`config.mk`:
```
export PLATFORM = sky130hd
export DESIGN_NAME = hybridcache_ctrl
export DESIGN_NICKNAME = d
export VERILOG_FILES = /design/src/rtl/hybridcache_ctrl.sv
export SDC_FILE = /design/constraint.sdc
export NUM_CORES = 1
export LEC_CHECK = 0
export ABC_CLOCK_PERIOD_IN_PS = 12300
export CORE_MARGIN = 5
export CORE_UTILIZATION = 50
export CTS_BUF_LIST = sky130_fd_sc_hd__clkbuf_16
export DETAILED_ROUTE_END_ITERATION = 7
export DONT_BUFFER_PORTS = 1
export GPL_ROUTABILITY_DRIVEN = 1
export GPL_TIMING_DRIVEN = 0
export PLACE_DENSITY = 0.66
export SKIP_LAST_GASP = 1
export SLEW_MARGIN = 20
export SYNTH_ARGS = -nofsm -noshare
export SYNTH_HDL_FRONTEND = slang
export SYNTH_SLANG_ARGS = --single-unit
export TNS_END_PERCENT = 100
```
`constraint.sdc`:
```
create_clock -name clk -period 12.3 [get_ports clk]
set_input_delay 2.46 -clock clk [delete_from_list [all_inputs] [get_ports clk]]
set_output_delay 2.46 -clock clk [all_outputs]
set_load 0.05 [all_outputs]
```
`src/rtl/hybridcache_ctrl.sv`:
```
// Replacement controller and single memory-port arbiter for a bank of hybrid-cache lines.
// Optional miss counter is built only when HYBRIDCACHE_CTRL_MISSCNT_EN is defined.
module hybridcache_ctrl #(
  parameter int NUMLINES   = 4,
  parameter int ADDRBITS   = 32,
  parameter int LSBBITS    = 7,
  parameter int MAXHITBITS = 8
) (
  input  logic                           clk,
  input  logic                           reset_n,
  input  logic                           dcache_rdreq,
  input  logic                           dcache_wrreq,
  input  logic                           icache_rdreq,
  input  logic [ADDRBITS-1:0]            dcache_rdaddr,
  input  logic [ADDRBITS-1:0]            dcache_wraddr,
  input  logic [ADDRBITS-1:0]            icache_rdaddr,
  input  logic [NUMLINES*MAXHITBITS-1:0] line_hitcnt,
  input  logic [NUMLINES-1:0]            line_dirty,
  input  logic [NUMLINES-1:0]            line_ready,
  output logic [NUMLINES-1:0]            line_fill,
  output logic [NUMLINES-1:0]            line_flush,
  output logic [ADDRBITS-1:0]            new_region,
  output logic [NUMLINES-1:0]            mem_grant,
  input  logic                           flush_all_req,
  output logic                           flush_all_done,
  output logic                           ctrl_busy,
  output logic [31:0]                    miss_cnt
);

  localparam int TAGW = ADDRBITS - LSBBITS;
  localparam int IDXW = $clog2(NUMLINES);
  localparam logic [IDXW-1:0] LAST_IDX = IDXW'(NUMLINES - 1);

  typedef enum logic [2:0] {
    S_IDLE, S_ISSUE, S_WAIT_BUSY, S_WAIT_DONE, S_FA_SCAN, S_FA_WAIT_BUSY, S_FA_WAIT_DONE
  } state_t;

  state_t              state, nxt_state;
  logic [NUMLINES-1:0] r_valid;
  logic [TAGW-1:0]     r_region [NUMLINES];
  logic [TAGW-1:0]     r_tag;
  logic [IDXW-1:0]     r_victim, r_idx;

  logic [TAGW-1:0] dr_tag, dw_tag, ir_tag, miss_tag;
  logic            dr_hit, dw_hit, ir_hit, dr_miss, dw_miss, ir_miss, any_miss, start_issue;
  logic            unused_lsb;

  assign dr_tag     = dcache_rdaddr[ADDRBITS-1:LSBBITS];
  assign dw_tag     = dcache_wraddr[ADDRBITS-1:LSBBITS];
  assign ir_tag     = icache_rdaddr[ADDRBITS-1:LSBBITS];
  assign unused_lsb = ^{dcache_rdaddr[LSBBITS-1:0], dcache_wraddr[LSBBITS-1:0],
                        icache_rdaddr[LSBBITS-1:0]};

  always_comb begin
    dr_hit = 1'b0;
    dw_hit = 1'b0;
    ir_hit = 1'b0;
    for (int i = 0; i < NUMLINES; i++) begin
      if (r_valid[i] && r_region[i] == dr_tag) dr_hit = 1'b1;
      if (r_valid[i] && r_region[i] == dw_tag) dw_hit = 1'b1;
      if (r_valid[i] && r_region[i] == ir_tag) ir_hit = 1'b1;
    end
  end

  assign dr_miss     = dcache_rdreq & ~dr_hit;
  assign dw_miss     = dcache_wrreq & ~dw_hit;
  assign ir_miss     = icache_rdreq & ~ir_hit;
  assign any_miss    = dr_miss | dw_miss | ir_miss;
  assign miss_tag    = dr_miss ? dr_tag : (dw_miss ? dw_tag : ir_tag);
  assign start_issue = any_miss & (&line_ready);

  // Victim: lowest-index invalid line, else lowest hit count with ties to the lowest index.
  logic [IDXW-1:0]       victim, inv_idx, min_idx;
  logic                  found_inv;
  logic [MAXHITBITS-1:0] min_cnt;

  always_comb begin
    found_inv = 1'b0;
    inv_idx   = '0;
    min_idx   = '0;
    min_cnt   = line_hitcnt[0 +: MAXHITBITS];
    for (int i = NUMLINES - 1; i >= 0; i--) begin
      if (!r_valid[i]) begin
        found_inv = 1'b1;
        inv_idx   = IDXW'(i);
      end
    end
    for (int i = 1; i < NUMLINES; i++) begin
      if (line_hitcnt[i*MAXHITBITS +: MAXHITBITS] < min_cnt) begin
        min_cnt = line_hitcnt[i*MAXHITBITS +: MAXHITBITS];
        min_idx = IDXW'(i);
      end
    end
    victim = found_inv ? inv_idx : min_idx;
  end

  logic [NUMLINES-1:0] vic_oh, idx_oh;
  logic                idx_last, idx_dirty;

  assign vic_oh    = {{(NUMLINES-1){1'b0}}, 1'b1} << r_victim;
  assign idx_oh    = {{(NUMLINES-1){1'b0}}, 1'b1} << r_idx;
  assign idx_last  = (r_idx == LAST_IDX);
  assign idx_dirty = r_valid[r_idx] & line_dirty[r_idx];

  always_ff @(posedge clk or negedge reset_n) begin
    if (!reset_n) state <= S_IDLE;
    else          state <= nxt_state;
  end

  always_comb begin
    nxt_state      = state;
    line_fill      = '0;
    line_flush     = '0;
    mem_grant      = '0;
    new_region     = '0;
    flush_all_done = 1'b0;
    case (state)
      S_IDLE: begin
        if (flush_all_req)    nxt_state = S_FA_SCAN;
        else if (start_issue) nxt_state = S_ISSUE;
      end
      S_ISSUE: begin
        line_fill  = vic_oh;
        line_flush = (r_valid[r_victim] & line_dirty[r_victim]) ? vic_oh : '0;
        mem_grant  = vic_oh;
        new_region = {r_tag, {LSBBITS{1'b0}}};
        nxt_state  = S_WAIT_BUSY;
      end
      S_WAIT_BUSY: begin
        mem_grant = vic_oh;
        if (!line_ready[r_victim]) nxt_state = S_WAIT_DONE;
      end
      S_WAIT_DONE: begin
        mem_grant = vic_oh;
        if (line_ready[r_victim]) nxt_state = S_IDLE;
      end
      S_FA_SCAN: begin
        if (idx_dirty) begin
          line_flush = idx_oh;
          mem_grant  = idx_oh;
          nxt_state  = S_FA_WAIT_BUSY;
        end else if (idx_last) begin
          flush_all_done = 1'b1;
          nxt_state      = S_IDLE;
        end
      end
      S_FA_WAIT_BUSY: begin
        mem_grant = idx_oh;
        if (!line_ready[r_idx]) nxt_state = S_FA_WAIT_DONE;
      end
      S_FA_WAIT_DONE: begin
        mem_grant = idx_oh;
        if (line_ready[r_idx]) begin
          flush_all_done = idx_last;
          nxt_state      = idx_last ? S_IDLE : S_FA_SCAN;
        end
      end
      default: nxt_state = S_IDLE;
    endcase
  end

  assign ctrl_busy = (state != S_IDLE);

  always_ff @(posedge clk or negedge reset_n) begin
    if (!reset_n) begin
      r_valid  <= '0;
      r_victim <= '0;
      r_idx    <= '0;
    end else begin
      case (state)
        S_IDLE: begin
          if (flush_all_req)    r_idx    <= '0;
          else if (start_issue) r_victim <= victim;
        end
        S_ISSUE: r_valid[r_victim] <= 1'b1;
        S_FA_SCAN: begin
          r_valid[r_idx] <= 1'b0;
          if (!idx_dirty && !idx_last) r_idx <= r_idx + 1'b1;
        end
        S_FA_WAIT_DONE: begin
          if (line_ready[r_idx] && !idx_last) r_idx <= r_idx + 1'b1;
        end
        default: ;
      endcase
    end
  end

  // Tag storage is qualified by r_valid, so it needs no reset.
  always_ff @(posedge clk) begin
    if (state == S_IDLE && !flush_all_req && start_issue) r_tag <= miss_tag;
    if (state == S_ISSUE) r_region[r_victim] <= r_tag;
  end

`ifdef HYBRIDCACHE_CTRL_MISSCNT_EN
  logic [31:0] r_miss_cnt;

  always_ff @(posedge clk or negedge reset_n) begin
    if (!reset_n) begin
      r_miss_cnt <= '0;
    end else if (state == S_IDLE && nxt_state == S_ISSUE && r_miss_cnt != 32'hFFFF_FFFF) begin
      r_miss_cnt <= r_miss_cnt + 32'd1;
    end
  end

  assign miss_cnt = r_miss_cnt;
`else
  assign miss_cnt = '0;
`endif

endmodule

```
==> impl_results.md <==
- Std-Cell Rows: 52
- Detailed placement HPWL: about 29000 um
- Core Box Area: 0.0200 mm^2
- Die Width: 152 um
- CTS Buf Count: 17
- NetSw: approximately 700 uW
- Vias per std cell: approximately 5.7
- Netlist area before placement: just over 0.01 mm^2
- Family with the most delay on the worst path: compound AO/OA/AOI/OAI gates
- Mean Syn Cell Area: 10.3 um^2
- R2r setup slk: 8.63 ns
- Hold-fix buffers at CTS: 0
- Slew headroom: 23.0%
- CTS H-tree depth: 4
- Top sig layer: met4
- Antenna Nets Post-Route: 0
- Post-Route Setup TNS: 0 ns
- Setup Buffers After CTS: 0
- Worst Hold Endpoint: r_region[1][13]$_DFFE_PP_
- Worst Path Arrival: 4.28 ns
- Via Count: between 7000 and 8000
- Clock skew: between 0.01 and 0.015 ns
- Leakage power: 4.16 nW
- Final #Nets: around 1200
- WL/cell: between 20 and 30 um
- Register-to-Register Path Depth: 7
- Worst hold start: r_tag[13]$_DFFE_PP_
- I/O Pins: 220
- Synth Area in Compound Gates: under 10%
- Total Routing Usage GR: 30.5%
- Status: complete, no violations
- RSZ-0062 raised after global routing: false
- TritonRoute pass-1 iters: 5
- Seq cells post-synth: between 100 and 150
- Metal-1 WL: 16300 um
- Number of global-route vias before repair: 7608
- Critical path endpoint category: output port
- Hold Crit Depth: 0
- Crit path launch type: primary input
- Residual DRC count: 0
- Crit path max fanout: 6
- Fmax: approximately 150 MHz
- Final hold vios: 0
- Fillers: approximately 1800
- Initial Utilization: 50.2%
- Clk Latency, worst-skew pair: 0.43 ns
- EDFF count, synth: 125
- # setup viols final: 0
- Flop pwr share: 35.0%
- Post-cts sizing count: 0
- Crit Reg-Reg Endpoint: r_tag[3]$_DFFE_PP_
- First-pass GRT wire length: 51800 um
- TritonCTS clock tree: done
- Tightest Hold Check Type: reg -> reg
- Syn Inst Count: roughly 1000
- Routed Wire Length: 36000 um
- Peak VDD IR: 0.0881 mV
- Worst Setup Path Type: in -> out
- Library cells used by synthesis: 54
- Deepest clock path buffer count: 2
- Sequential-to-total area share from yosys stat: 40.0%
- Max-cap violations: 0
- Largest family of logic cells by synthesized area: XOR/XNOR gates
- Power Density: 154 mW/mm^2
- Final GP Congestion: ~1
- Final Max Slew Viols: 0
- Power Internal: 1.04 mW
- Adder-Cell Fraction of Synth Area: under 10%
- Comb pwr share: around a third
- Largest net degree at the start of global routing: 17
- CP Cell Sequence: nand2_1 -> o211ai_1 -> o21ai_0 -> nor3_1 -> a32o_1
- Met3 Wirelength: 2430 um
- Synthesis-to-layout area growth: 12.6%
- Initial antenna violation count: 0
- Required time worst endpoint: 9.84 ns
- Reg area: 0.00403 mm^2
- Dominant synthesized flop cell: edfxtp_1
- XOR/XNOR Fraction of Synth Area: 26.2%
- FFs w/ async S/R, synth: 8.09%
- Clock transition at path regs: around 0.06 ns
- Detailed router's first-iteration violation count: 659
- Clock root buffer: clkbuf_16
- Critical path buffers and inverters: 0
- Multi-input gate area: 0.00540 mm^2
- Tcrit/Tclk final: a little over half
- Antenna fix cells: 0
- Synth Warn #: 0
- CTS Sinks: 136
- Port-buffer cells: 0
- Max incr delay on CP: 0.74 ns
- Clk network pwr share: between 20% and 30%
- RR Startpoint: r_region[3][7]$_DFFE_PP_
- Worst-Margin Slew: 1.15 ns
- Share of post-route cells with drive strength above 1: 15.0%
- Full die area: 0.0231 mm^2
- Final core occ: 56.5%
- Mux cell area share after synthesis: 4.76%
- CP max stage cell: nor3_1
- Die Ht: ~150 um
- Final Critical Period: 6.74 ns
- Synth Area in Simple Gates: between 10% and 20%
- GRT Residual Overflow: 0
- Met2 Routed Length: approximately 17000 um
- Switching Share: 40.0%
==> how the worst max path moves through the flow <==
stage / cells past startpoint / end / start
after floorplan: 4 / line_flush[0] / state[1]$_DFFE_PN0P_
after global placement: 4 / line_flush[0] / state[1]$_DFFE_PN0P_
after detailed placement: 21 / r_victim[0]$_DFFE_PN0P_ / line_hitcnt[5]
after CTS: 5 / line_flush[3] / line_dirty[2]
after global routing: 20 / r_victim[0]$_DFFE_PN0P_ / line_hitcnt[6]
final: 5 / line_flush[0] / line_dirty[2]
==> layout make-up <==
class | instances | area share [%]
multi-input cells | 719 | 47.7
flip-flops and latches | 136 | 35.6
plain buffers | 134 | 6.45
clock buffers | 17 | 3.75
well taps | 270 | 2.98
clock inverters | 15 | 1.47
repair buffers | 15 | 1.35
inverters | 23 | 0.762
==> synthesized netlist by cell type, drive strengths merged (25+ instances only) <==
cell | number | area, um^2
buf | 95 | 584
mux2i | 34 | 344
a21oi | 35 | 175
ha | 25 | 313
and2 | 26 | 163
nor2 | 44 | 165
clkbuf | 39 | 146
xor2 | 124 | 1090
edfxtp | 125 | 3750
nand4 | 57 | 357
xnor2 | 177 | 1550
nand2 | 30 | 113
nor4 | 45 | 282
==> state kept, by name, indices dropped and copies added, names as in the netlist <==
signal and cells:
r_victim 2, r_region 100, r_idx 2, state 3, r_valid 4, r_tag 25
==> metrics by stage <==
step                area (um^2)  instances  setup WS (ns)  hold WS, ns  total power [mW]
floorplan                 10200       1012           5.38        0.473              1.04
global placement          10500       1282           3.33        0.498              1.20
detailed placement        10700       1297           5.22        0.500              1.22
CTS                       11300       1329           5.59        0.519              1.74
global route              11300       1329           5.34        0.536              1.80
finish                    11300       1329           5.56        0.521              1.74
==> per-layer routing <==
metal / vias to the layer above / GRT usage [%]
li1: 3446 / -
met1: 3706 / 43.5
met2: 352 / 48.7
met3: 42 / 5.92
met4: 0 / 6.76
met5: - / 0
==> cells in the final DEF, fill, tap and decap left out, drive strengths merged, types with 3 or more instances in the layout <==
cell type / Yosys / layout
a21boi: 3 / 3
a21o: 4 / 4
a21oi: 35 / 35
a31oi: 4 / 4
a32o: 4 / 4
and2: 26 / 26
buf: 95 / 110
clkbuf: 39 / 56
clkinv: 0 / 6
conb: 1 / 39
dfrtp: 11 / 11
edfxtp: 125 / 125
ha: 25 / 25
inv: 23 / 28
mux2: 8 / 8
mux2i: 34 / 34
nand2: 30 / 30
nand3: 7 / 7
nand4: 57 / 57
nor2: 44 / 44
nor3: 8 / 8
nor4: 45 / 45
o21a: 3 / 3
o21ai: 7 / 7
o31ai: 3 / 3
or3: 3 / 3
xnor2: 177 / 177
xor2: 124 / 124
==> kinds of logic (layout without fill, tap and decap cells) <==
kind of cell,Yosys count,count (layout)
simple gates,227,227
xor+xnor,301,301
fa+ha+maj,25,25
buf+inv,157,204
other cells,1,39
compound gates,83,83
mux,44,44
flops,136,136
==> power by group through the flow <==
stage	logic [mW]	clock network, mW	registers (mW)
CTS	0.605	0.523	0.607
finish	0.611	0.520	0.609
global placement	0.582	0	0.621
detailed placement	0.603	0	0.616
global route	0.645	0.544	0.613
floorplan	0.440	0	0.603
==> worst reg2reg max path: cells and delay by family, from the launching register on <==
family	cells	cell delay [ns]
flip-flops	1	0.44
buffers and inverters	1	0.90
AO/OA/AOI/OAI	1	0.21
XOR/XNOR	1	0.24
AND/OR/NAND/NOR	4	1.58
No activity file was read; power rests on OpenSTA's default activity.
